<file path="config.mk">
export PLATFORM = sky130hd
export DESIGN_NAME = updown_step_pulser
export DESIGN_NICKNAME = d
export VERILOG_FILES = /design/src/rtl/updown_step_pulser_pkg.sv /design/src/rtl/updown_step_pulser_channel.sv /design/src/rtl/updown_step_pulser.sv
export SDC_FILE = /design/constraint.sdc
export NUM_CORES = 1
export LEC_CHECK = 0
export CORE_UTILIZATION = 62
export DETAILED_ROUTE_END_ITERATION = 10
export MAX_ROUTING_LAYER = met4
export PLACE_DENSITY = 0.92
export SLEW_MARGIN = 10
export SYNTH_ARGS = -nofsm -noshare
export SYNTH_HDL_FRONTEND = slang
export SYNTH_SLANG_ARGS = --single-unit
</file>
<file path="constraint.sdc">
create_clock -name clk -period 3.5 [get_ports clk]
set_input_delay 0.7 -clock clk [delete_from_list [all_inputs] [get_ports clk]]
set_output_delay 0.7 -clock clk [all_outputs]
set_load 0.02 [all_outputs]
</file>
<file path="src/rtl/updown_step_pulser_pkg.sv">
// Shared types and constants for the up/down step pulser front end.
// The channel FSM states live here together with the width of the debounce
// sample counter and a helper that maps a state to its debounced level.
package step_pulser_pkg;

  typedef enum logic [1:0] {
    LOW    = 2'd0,
    CHK_HI = 2'd1,
    HIGH   = 2'd2,
    CHK_LO = 2'd3
  } chan_state_t;

  // Largest supported DEBOUNCE_SAMPLES; the counter is sized to hold it.
  localparam int DB_MAX_SAMPLES = 15;
  localparam int DB_CNT_W       = $clog2(DB_MAX_SAMPLES + 1);

  // The debounced level is 1 while the channel is HIGH or checking a release.
  function automatic logic level_of(input chan_state_t s);
    return (s == HIGH) || (s == CHK_LO);
  endfunction

endpackage

</file>
<file path="src/rtl/updown_step_pulser_channel.sv">
// debounce_channel: one push-button path of the step pulser.
// Two-flop synchroniser, debounce FSM advanced on sample_tick, rising-edge
// press detection and, when AUTO_REPEAT_EN is defined, a hold-to-repeat
// generator. Without AUTO_REPEAT_EN the rpt output is tied low and no repeat
// logic exists.
module debounce_channel
  import step_pulser_pkg::*;
#(
  parameter int DEBOUNCE_SAMPLES = 4
`ifdef AUTO_REPEAT_EN
  ,
  parameter int REPEAT_DELAY  = 250,
  parameter int REPEAT_PERIOD = 50
`endif
) (
  input  logic clk,
  input  logic rst_n,
  input  logic btn,
  input  logic sample_tick,
  output logic level,
  output logic press,
  output logic rpt
);

  localparam logic [DB_CNT_W-1:0] CNT_LAST = DB_CNT_W'(DEBOUNCE_SAMPLES - 1);
  localparam logic [DB_CNT_W-1:0] CNT_ONE  = DB_CNT_W'(1);

  logic                sync_p0;
  logic                sync_p1;
  chan_state_t         state;
  chan_state_t         state_nxt;
  logic [DB_CNT_W-1:0] cnt;
  logic [DB_CNT_W-1:0] cnt_nxt;
  logic                level_d;

  // Stage p0/p1: bring the raw button into the clk domain.
  always_ff @(posedge clk or negedge rst_n) begin
    if (!rst_n) begin
      sync_p0 <= 1'b0;
      sync_p1 <= 1'b0;
    end else begin
      sync_p0 <= btn;
      sync_p1 <= sync_p0;
    end
  end

  // Debounce state and equal-sample counter register.
  always_ff @(posedge clk or negedge rst_n) begin
    if (!rst_n) begin
      state <= LOW;
      cnt   <= '0;
    end else begin
      state <= state_nxt;
      cnt   <= cnt_nxt;
    end
  end

  // Debounce next-state: a level change needs DEBOUNCE_SAMPLES equal samples
  // in a row; any opposite sample while checking falls back and clears the count.
  always_comb begin
    state_nxt = state;
    cnt_nxt   = cnt;
    if (sample_tick) begin
      unique case (state)
        LOW: begin
          if (sync_p1) begin
            state_nxt = CHK_HI;
            cnt_nxt   = CNT_ONE;
          end
        end
        CHK_HI: begin
          if (!sync_p1) begin
            state_nxt = LOW;
            cnt_nxt   = '0;
          end else if (cnt == CNT_LAST) begin
            state_nxt = HIGH;
            cnt_nxt   = '0;
          end else begin
            cnt_nxt = cnt + CNT_ONE;
          end
        end
        HIGH: begin
          if (!sync_p1) begin
            state_nxt = CHK_LO;
            cnt_nxt   = CNT_ONE;
          end
        end
        CHK_LO: begin
          if (sync_p1) begin
            state_nxt = HIGH;
            cnt_nxt   = '0;
          end else if (cnt == CNT_LAST) begin
            state_nxt = LOW;
            cnt_nxt   = '0;
          end else begin
            cnt_nxt = cnt + CNT_ONE;
          end
        end
        default: begin
          state_nxt = LOW;
          cnt_nxt   = '0;
        end
      endcase
    end
  end

  assign level = level_of(state);

  // Delayed level for rising-edge (press) detection; releases give no event.
  always_ff @(posedge clk or negedge rst_n) begin
    if (!rst_n) begin
      level_d <= 1'b0;
    end else begin
      level_d <= level;
    end
  end

  assign press = level & ~level_d;

`ifdef AUTO_REPEAT_EN
  localparam int RPT_MAX = (REPEAT_DELAY > REPEAT_PERIOD) ? REPEAT_DELAY : REPEAT_PERIOD;
  localparam int RPT_W   = $clog2(RPT_MAX + 1);
  localparam logic [RPT_W-1:0] DELAY_LAST  = RPT_W'(REPEAT_DELAY - 1);
  localparam logic [RPT_W-1:0] PERIOD_LAST = RPT_W'(REPEAT_PERIOD - 1);
  localparam logic [RPT_W-1:0] RPT_ONE     = RPT_W'(1);

  logic [RPT_W-1:0] rpt_cnt;
  logic             rpt_periodic;
  logic             rpt_q;
  logic [RPT_W-1:0] rpt_last;

  // The first repeat waits REPEAT_DELAY ticks, later ones REPEAT_PERIOD ticks.
  assign rpt_last = rpt_periodic ? PERIOD_LAST : DELAY_LAST;

  // Repeat generator: counts ticks while the level stays 1 across the tick,
  // clears as soon as the channel drops back to LOW/CHK_HI. rpt_q is aligned
  // with press so both reach the output register with the same latency.
  always_ff @(posedge clk or negedge rst_n) begin
    if (!rst_n) begin
      rpt_cnt      <= '0;
      rpt_periodic <= 1'b0;
      rpt_q        <= 1'b0;
    end else begin
      rpt_q <= 1'b0;
      if (!level_of(state_nxt)) begin
        rpt_cnt      <= '0;
        rpt_periodic <= 1'b0;
      end else if (sample_tick && level) begin
        if (rpt_cnt == rpt_last) begin
          rpt_q        <= 1'b1;
          rpt_cnt      <= '0;
          rpt_periodic <= 1'b1;
        end else begin
          rpt_cnt <= rpt_cnt + RPT_ONE;
        end
      end
    end
  end

  assign rpt = rpt_q;
`else
  assign rpt = 1'b0;
`endif

endmodule

</file>
<file path="src/rtl/updown_step_pulser.sv">
// updown_step_pulser: push-button front end for the 4-bit up/down counter.
// Shared sample-rate prescaler, two debounce channels, press arbitration and
// the registered incr/decr/conflict outputs.
// Optional feature: define AUTO_REPEAT_EN to build hold-to-repeat; without
// it every press yields exactly one pulse and REPEAT_* are unused.
module updown_step_pulser
  import step_pulser_pkg::*;
#(
  parameter int DIV_WIDTH        = 16,
  parameter int DIV_COUNT        = 50000,
  parameter int DEBOUNCE_SAMPLES = 4,
  parameter int REPEAT_DELAY     = 250,
  parameter int REPEAT_PERIOD    = 50
) (
  input  logic clk,
  input  logic rst_n,
  input  logic up_btn,
  input  logic dn_btn,
  output logic incr,
  output logic decr,
  output logic up_level,
  output logic dn_level,
  output logic conflict
);

  // Reject configurations the counters cannot represent.
  if (DIV_COUNT < 1 || DIV_COUNT >= (1 << DIV_WIDTH)) begin : g_bad_div
    $error("DIV_COUNT must be in 1..2**DIV_WIDTH-1");
  end
  if (DEBOUNCE_SAMPLES < 2 || DEBOUNCE_SAMPLES > DB_MAX_SAMPLES) begin : g_bad_db
    $error("DEBOUNCE_SAMPLES must be in 2..15");
  end
  if (REPEAT_DELAY < 1 || REPEAT_PERIOD < 1) begin : g_bad_rpt
    $error("REPEAT_DELAY and REPEAT_PERIOD must be at least 1");
  end

  localparam logic [DIV_WIDTH-1:0] DIV_LAST = DIV_WIDTH'(DIV_COUNT - 1);
  localparam logic [DIV_WIDTH-1:0] DIV_ONE  = DIV_WIDTH'(1);

  logic [DIV_WIDTH-1:0] div_cnt;
  logic                 sample_tick;
  logic                 up_press;
  logic                 dn_press;
  logic                 up_rpt;
  logic                 dn_rpt;
  logic                 both_high;
  logic                 up_ev;
  logic                 dn_ev;

  assign sample_tick = (div_cnt == DIV_LAST);

  // Prescaler: 0..DIV_COUNT-1, one sample_tick per wrap.
  always_ff @(posedge clk or negedge rst_n) begin
    if (!rst_n) begin
      div_cnt <= '0;
    end else if (sample_tick) begin
      div_cnt <= '0;
    end else begin
      div_cnt <= div_cnt + DIV_ONE;
    end
  end

  debounce_channel #(
    .DEBOUNCE_SAMPLES(DEBOUNCE_SAMPLES)
`ifdef AUTO_REPEAT_EN
    ,
    .REPEAT_DELAY    (REPEAT_DELAY),
    .REPEAT_PERIOD   (REPEAT_PERIOD)
`endif
  ) u_up (
    .clk        (clk),
    .rst_n      (rst_n),
    .btn        (up_btn),
    .sample_tick(sample_tick),
    .level      (up_level),
    .press      (up_press),
    .rpt        (up_rpt)
  );

  debounce_channel #(
    .DEBOUNCE_SAMPLES(DEBOUNCE_SAMPLES)
`ifdef AUTO_REPEAT_EN
    ,
    .REPEAT_DELAY    (REPEAT_DELAY),
    .REPEAT_PERIOD   (REPEAT_PERIOD)
`endif
  ) u_dn (
    .clk        (clk),
    .rst_n      (rst_n),
    .btn        (dn_btn),
    .sample_tick(sample_tick),
    .level      (dn_level),
    .press      (dn_press),
    .rpt        (dn_rpt)
  );

  // Repeats are dropped while both buttons are held; presses always count.
  assign both_high = up_level & dn_level;
  assign up_ev     = up_press | (up_rpt & ~both_high);
  assign dn_ev     = dn_press | (dn_rpt & ~both_high);

  // Output stage: simultaneous events cancel each other and raise conflict.
  always_ff @(posedge clk or negedge rst_n) begin
    if (!rst_n) begin
      incr     <= 1'b0;
      decr     <= 1'b0;
      conflict <= 1'b0;
    end else begin
      incr     <= up_ev & ~dn_ev;
      decr     <= dn_ev & ~up_ev;
      conflict <= up_ev & dn_ev;
    end
  end

endmodule

</file>
**Word-level counts from Yosys, hierarchy flattened**

Index checks and enable logic that the tools add are counted.

- Register bits: 37
- Input port bits: 4
- Output and inout bits: 5
- Word-level logic and storage cells: 78

- Add/subtract/negate cells: 3
- Eq/ne operators: 17
- Mux-type cells: 27
- Bitwise logic cells: 9
- Reductions and logical operators: 8

Operators by type and width:

| kind | count |
|---|---|
| 4-bit two-way mux | 10 |
| 4-bit one-hot mux with 4 select lines | 2 |
| 2-bit two-way mux | 12 |
| 16-bit by 1-bit adder with 16-bit output, second input constant | 1 |
| 16-bit == test, second input constant | 1 |
| 16-bit two-way mux | 1 |
| 2-bit one-hot mux with 4 select lines | 2 |
| 5-bit AND reduction | 2 |
| 4-bit by 1-bit adder with 4-bit output, second input constant | 2 |
| 2-bit == test, second input constant | 4 |
| 4-bit by 2-bit == test with 1-bit output, second input constant | 2 |
| 3-bit by 1-bit inequality test with 1-bit output, second input constant | 2 |
| 3-bit inequality test, second input constant | 2 |
| 3-bit AND reduction | 2 |
| 1-bit bitwise AND | 5 |
| 2-bit by 1-bit == test with 1-bit output, second input constant | 2 |
| 2-bit logical NOT | 2 |
| 2-bit by 1-bit inequality test with 1-bit output, second input constant | 2 |
| 2-bit inequality test, second input constant | 2 |
| 1-bit inverter | 4 |
| 1-bit logical OR | 2 |

**Logic depth before layout (Yosys ltp)**

- Depth in word-level cells: 5
- Depth in mapped cells: 7
- Mapped depth without buffers: 5

**Modules after synthesis**

From an unflattened synthesis, not the netlist that was laid out.

- Cells, all modules: 154
- Area total of the unflattened synthesis: 1727.9 um^2

Modules (own cells, without submodules):

| module | times used | cells an instance | area an instance (um^2) | seq. area each (um^2) |
|---|---|---|---|---|
| updown_step_pulser | 1 | 78 | 869.6 | 475.5 |
| debounce_channel | 2 | 38 | 429.2 | 225.2 |

**Least setup slack after synthesis**

OpenSTA, ideal clock, no wires.

- Path kind: reg2reg
- From: register div_cnt[0]
- To: register with a tool-made name
- Library setup time: 0.125 ns
- Arrival time: 1.464 ns
- Required time: 3.375 ns
- Setup slack: 1.911 ns
- Cell stages (with the launch flop): 7
- Buffers on the path: 1
- Period minus slack after synthesis: 1.589 ns
- Cell sequence: dfrtp_1 -> ha_1 -> and3_2 -> and4_4 -> buf_12 -> nand2_4 -> mux2_4

RTL lines:

| what | line | source |
|---|---|---|
| start, declared | updown_step_pulser.sv:40 | `logic [DIV_WIDTH-1:0] div_cnt;` |
| start signal, assigned | updown_step_pulser.sv:59 | `div_cnt <= div_cnt + DIV_ONE;` |

==> impl_results.html <==
<table>
<tr><th>Metric</th><th>Value</th></tr>
<tr><th colspan="2">Run status</th></tr>
<tr><td>Outcome</td><td>completed</td></tr>
<tr><th colspan="2">Layout</th></tr>
<tr><td>Most used cells in the layout excluding fill and tap cells</td><td>sky130_fd_sc_hd__dfrtp_1 (37), sky130_fd_sc_hd__nor2_1 (13), sky130_fd_sc_hd__nand3_1 (12)</td></tr>
<tr><td>Area growth, synth to finish</td><td>8.39%</td></tr>
<tr><td>Antenna fix cells</td><td>0</td></tr>
<tr><td>Final Cell Area</td><td>1830 sq um</td></tr>
<tr><td>Share of post-route cells with drive strength above 1</td><td>13.5%</td></tr>
<tr><td>NumNets Final</td><td>163</td></tr>
<tr><td>Register bank with the most flops</td><td>div_cnt</td></tr>
<tr><td>Largest register FFs</td><td>16</td></tr>
<tr><td>Most frequent standard cell in the layout excluding fill and tap cells</td><td>sky130_fd_sc_hd__dfrtp_1</td></tr>
<tr><td>Biggest regs</td><td>div_cnt (16), u_dn.cnt (4), u_up.cnt (4)</td></tr>
<tr><td>Filler cell count</td><td>183</td></tr>
<tr><th colspan="2">Clock network</th></tr>
<tr><td>CTS tree</td><td>yes</td></tr>
<tr><td>Post-CTS repair timing setup buffer count</td><td>0</td></tr>
<tr><td>Total of hold buffers inserted after clock tree synthesis</td><td>0</td></tr>
<tr><td>Worst-skew pair later-pin latency</td><td>0.34 ns</td></tr>
<tr><td>TritonCTS Buffers</td><td>5</td></tr>
<tr><td>Post-cts repair resize count</td><td>0</td></tr>
<tr><td>Total clock sinks</td><td>37</td></tr>
<tr><td>Clock Pin Slew Worst Setup and Hold Paths</td><td>0.10 ns</td></tr>
<tr><td>H-tree lvl count</td><td>2</td></tr>
<tr><td>Cell chosen for the clock root</td><td>sky130_fd_sc_hd__clkbuf_4</td></tr>
<tr><td>Worst-case clock buffer depth</td><td>2</td></tr>
<tr><th colspan="2">GRT</th></tr>
<tr><td>Vias in the first global route</td><td>1,110</td></tr>
<tr><td>Met3 usage</td><td>7.91%</td></tr>
<tr><td>Maximum number of pins on one net before global-route repair</td><td>38</td></tr>
<tr><td>All-Layer GR Usage</td><td>24.6%</td></tr>
<tr><td>Remaining global-route overflow</td><td>0</td></tr>
<tr><td>Number of antenna violations at the first check in global routing</td><td>0</td></tr>
<tr><td>First-pass GRT wire length</td><td>4740 um</td></tr>
<tr><td>Met2 track utilization from global routing</td><td>42.3%</td></tr>
<tr><td>Busiest layer in global routing</td><td>met2</td></tr>
<tr><td>Grt met1 use</td><td>25.0%</td></tr>
<tr><th colspan="2">Floorplanning</th></tr>
<tr><td>Initial standard-cell utilization of the core</td><td>66.8%</td></tr>
<tr><td>Die area</td><td>2930 sq um</td></tr>
<tr><td>Die W</td><td>54.1 um</td></tr>
<tr><td>Vert. Die Dim</td><td>54.1 um</td></tr>
<tr><td>CORE AREA</td><td>2520 sq um</td></tr>
<tr><td>Io pins</td><td>9</td></tr>
<tr><td>Row count</td><td>18</td></tr>
<tr><th colspan="2">Route</th></tr>
<tr><td>Total vias in the final route</td><td>1,104</td></tr>
<tr><td># DRC</td><td>0</td></tr>
<tr><td>Detailed-route wire length</td><td>2810 um</td></tr>
<tr><td>DR vias/cell</td><td>5.94</td></tr>
<tr><td>Average routed wire per standard cell</td><td>15.1 um</td></tr>
<tr><td>Post-DRT Antenna Nets</td><td>0</td></tr>
<tr><td>Iteration count of the initial detailed-routing pass</td><td>4</td></tr>
<tr><td>Violation count after the first detailed-routing iteration</td><td>10</td></tr>
<tr><th colspan="2">Setup path</th></tr>
<tr><td>Data arrival at the endpoint of the critical path</td><td>1.40 ns</td></tr>
<tr><td>Crit Reg-Reg Endpoint</td><td>u_dn.cnt[3]$_DFFE_PN0P_</td></tr>
<tr><td>Cell-by-cell trace of the critical path</td><td>clkdlybuf4s50_1</td></tr>
<tr><td>Endpoint class of the critical path</td><td>output pin</td></tr>
<tr><td>Category of the critical setup timing path</td><td>register to output pin</td></tr>
<tr><td>Reg2Reg Launch Point</td><td>div_cnt[0]$_DFF_PN0_</td></tr>
<tr><td>Family with the most delay on the worst path</td><td>buffers and inverters</td></tr>
<tr><td>Cells on worst reg2reg path</td><td>5</td></tr>
<tr><td>Count of buffer and inverter cells on the critical path</td><td>1</td></tr>
<tr><td>Reg2reg setup slack</td><td>1.62 ns</td></tr>
<tr><td>Launching element type of the critical path</td><td>register</td></tr>
<tr><td>Peak per-stage delay on the critical path</td><td>0.63 ns</td></tr>
<tr><td>Biggest fanout along the worst timing path</td><td>5</td></tr>
<tr><td>Standard cell with the maximum stage delay on the critical path</td><td>sky130_fd_sc_hd__clkdlybuf4s50_1</td></tr>
<tr><td>Data required time at the worst endpoint</td><td>2.80 ns</td></tr>
<tr><th colspan="2">Logic synthesis</th></tr>
<tr><td>Yosys cell types</td><td>41</td></tr>
<tr><td>Share of flip-flops with an asynchronous set or reset after synthesis</td><td>100%</td></tr>
<tr><td>Flop and latch count out of synthesis</td><td>37</td></tr>
<tr><td>Yosys synthesis warning count</td><td>0</td></tr>
<tr><td>Syn_nets</td><td>151</td></tr>
<tr><td>Post-synthesis cell count</td><td>144</td></tr>
<tr><td>Leading area contributor after synthesis</td><td>sky130_fd_sc_hd__dfrtp_1</td></tr>
<tr><td>Number of enable-type register cells in the synthesized netlist</td><td>0</td></tr>
<tr><td>Post-synth design cell area</td><td>1690 sq um</td></tr>
<tr><td>Top FF cell, synth</td><td>sky130_fd_sc_hd__dfrtp_1</td></tr>
<tr><td>Mapped Avg Cell Area</td><td>11.7 sq um</td></tr>
<tr><td>Fraction of synthesized cell area taken by the top area cell type</td><td>54.9%</td></tr>
<tr><td>Largest cells by area after synthesis</td><td>sky130_fd_sc_hd__dfrtp_1 (55%), sky130_fd_sc_hd__xor2_1 (3.6%), sky130_fd_sc_hd__nand3_1 (3.6%)</td></tr>
<tr><td>Share of synthesized area occupied by flip-flops and latches</td><td>54.9%</td></tr>
<tr><th colspan="2">Power and ir drop</th></tr>
<tr><td>Worst IR Drop VDD</td><td>0.000285 V</td></tr>
<tr><td>Leakage dissipation</td><td>0.816 nW</td></tr>
<tr><td>Ratio of total power to cell area</td><td>366 nW/um^2</td></tr>
<tr><th colspan="2">Hold path</th></tr>
<tr><td>Hold Crit Class</td><td>register to register</td></tr>
<tr><td>Hold Path End</td><td>u_up.sync_p1$_DFF_PN0_</td></tr>
<tr><td>Cell depth of the worst hold path</td><td>0</td></tr>
<tr><td>Hold wc startpoint</td><td>u_up.sync_p0$_DFF_PN0_</td></tr>
<tr><th colspan="2">STA</th></tr>
<tr><td>Time the final worst path needs with I/O delays and setup</td><td>2.10 ns</td></tr>
<tr><td>Actual slew at the worst max-slew pin</td><td>0.447 ns</td></tr>
<tr><td>Fin. max-slew vios</td><td>0</td></tr>
<tr><td>Final Setup Violations</td><td>0</td></tr>
<tr><td>Worst setup skew after layout</td><td>0.0115 ns</td></tr>
<tr><td>Achievable frequency</td><td>0.476 GHz</td></tr>
<tr><td>Period utilization</td><td>60.0%</td></tr>
<tr><td>Final hold violation count</td><td>0</td></tr>
<tr><td>Setup tns final</td><td>0 ns</td></tr>
<tr><td>Setup repair after global routing missed its margin</td><td>false</td></tr>
<tr><td>Rel. slew slack</td><td>70.2%</td></tr>
<tr><td>Final Hold Slack</td><td>0.361 ns</td></tr>
<tr><th colspan="2">Flow run</th></tr>
<tr><td>Count of max-cap constraint violations</td><td>0</td></tr>
<tr><th colspan="2">Place</th></tr>
<tr><td>Weighted congestion at the end of routability-driven global placement</td><td>0.838</td></tr>
<tr><td>Port buffer count</td><td>8</td></tr>
<tr><td>Placed inst area</td><td>1770 sq um</td></tr>
<tr><td>Half-perimeter wire length after detailed placement</td><td>1990 um</td></tr>
</table>
-- Yosys cell counts (3+ instances only) --
| cell type | n |
|---|---|
| sky130_fd_sc_hd__xor2_1 | 7 |
| sky130_fd_sc_hd__nor3_1 | 3 |
| sky130_fd_sc_hd__nand3_1 | 12 |
| sky130_fd_sc_hd__nor2b_1 | 6 |
| sky130_fd_sc_hd__dfrtp_1 | 37 |
| sky130_fd_sc_hd__ha_1 | 3 |
| sky130_fd_sc_hd__nand2_1 | 9 |
| sky130_fd_sc_hd__o2bb2ai_1 | 4 |
| sky130_fd_sc_hd__xnor2_1 | 5 |
| sky130_fd_sc_hd__a31oi_1 | 3 |
| sky130_fd_sc_hd__nand4_1 | 4 |
| sky130_fd_sc_hd__nor2_1 | 13 |
-- worst max path at each step --
stage | from | endpoint | slack (ns) | depth (start not counted)
final | register | dn_level | 1.40 | 1
after global placement | div_cnt[0]$_DFF_PN0_ | u_dn.cnt[3]$_DFFE_PN0P_ | 1.72 | 5
after floorplan | div_cnt[0]$_DFF_PN0_ | register | 1.91 | 6
after CTS | register | dn_level | 1.37 | 1
after global routing | register | up_level | 1.32 | 1
after detailed placement | div_cnt[0]$_DFF_PN0_ | u_dn.cnt[3]$_DFFE_PN0P_ | 1.63 | 5
-- metrics by stage --
step	total power, mW	util, %	std cells	worst slack [ns]
2_1_floorplan	0.441	-	144	1.91
3_3_place_gp	0.453	70.2	179	1.72
3_5_place_dp	0.454	70.2	179	1.63
4_1_cts	0.675	72.4	186	1.37
5_1_grt	0.691	72.4	186	1.32
6_report	0.668	72.4	186	1.40
-- per-layer routing --
layer | up-vias | part of all wire, % | routed length, um
met1 | 542 | 43 | 1210
met2 | 26 | 51 | 1440
li1 | 530 | - | -
met5 | - | 0 | 0
met3 | 6 | 4.1 | 114
met4 | 0 | 1.8 | 51
-- final cells by class --
cell class                 instances  area, sq um  share of cell area [%]
clock buffer                       7         55.1                    3.01
inverter                           1         3.75                   0.205
multi-input combinational        102          717                    39.2
sequential                        37          926                    50.7
tap                               30         37.5                    2.05
timing repair buffer               9         87.6                    4.79
-- cell families after synthesis --
| kind of cell | synth area share (%) |
|---|---|
| xor+xnor | 6.24 |
| buf+inv | 2.52 |
| flops | 54.9 |
| simple gates | 22.8 |
| mux | 3.71 |
| compound gates | 7.57 |
| fa+ha+maj | 2.23 |
-- where the power goes --
part / switching, mW / internal, mW
clock: 0.128 / 0.0948
sequential: 0.00133 / 0.429
combinational: 0.00960 / 0.00427
(Power assumes the default switching activity.)
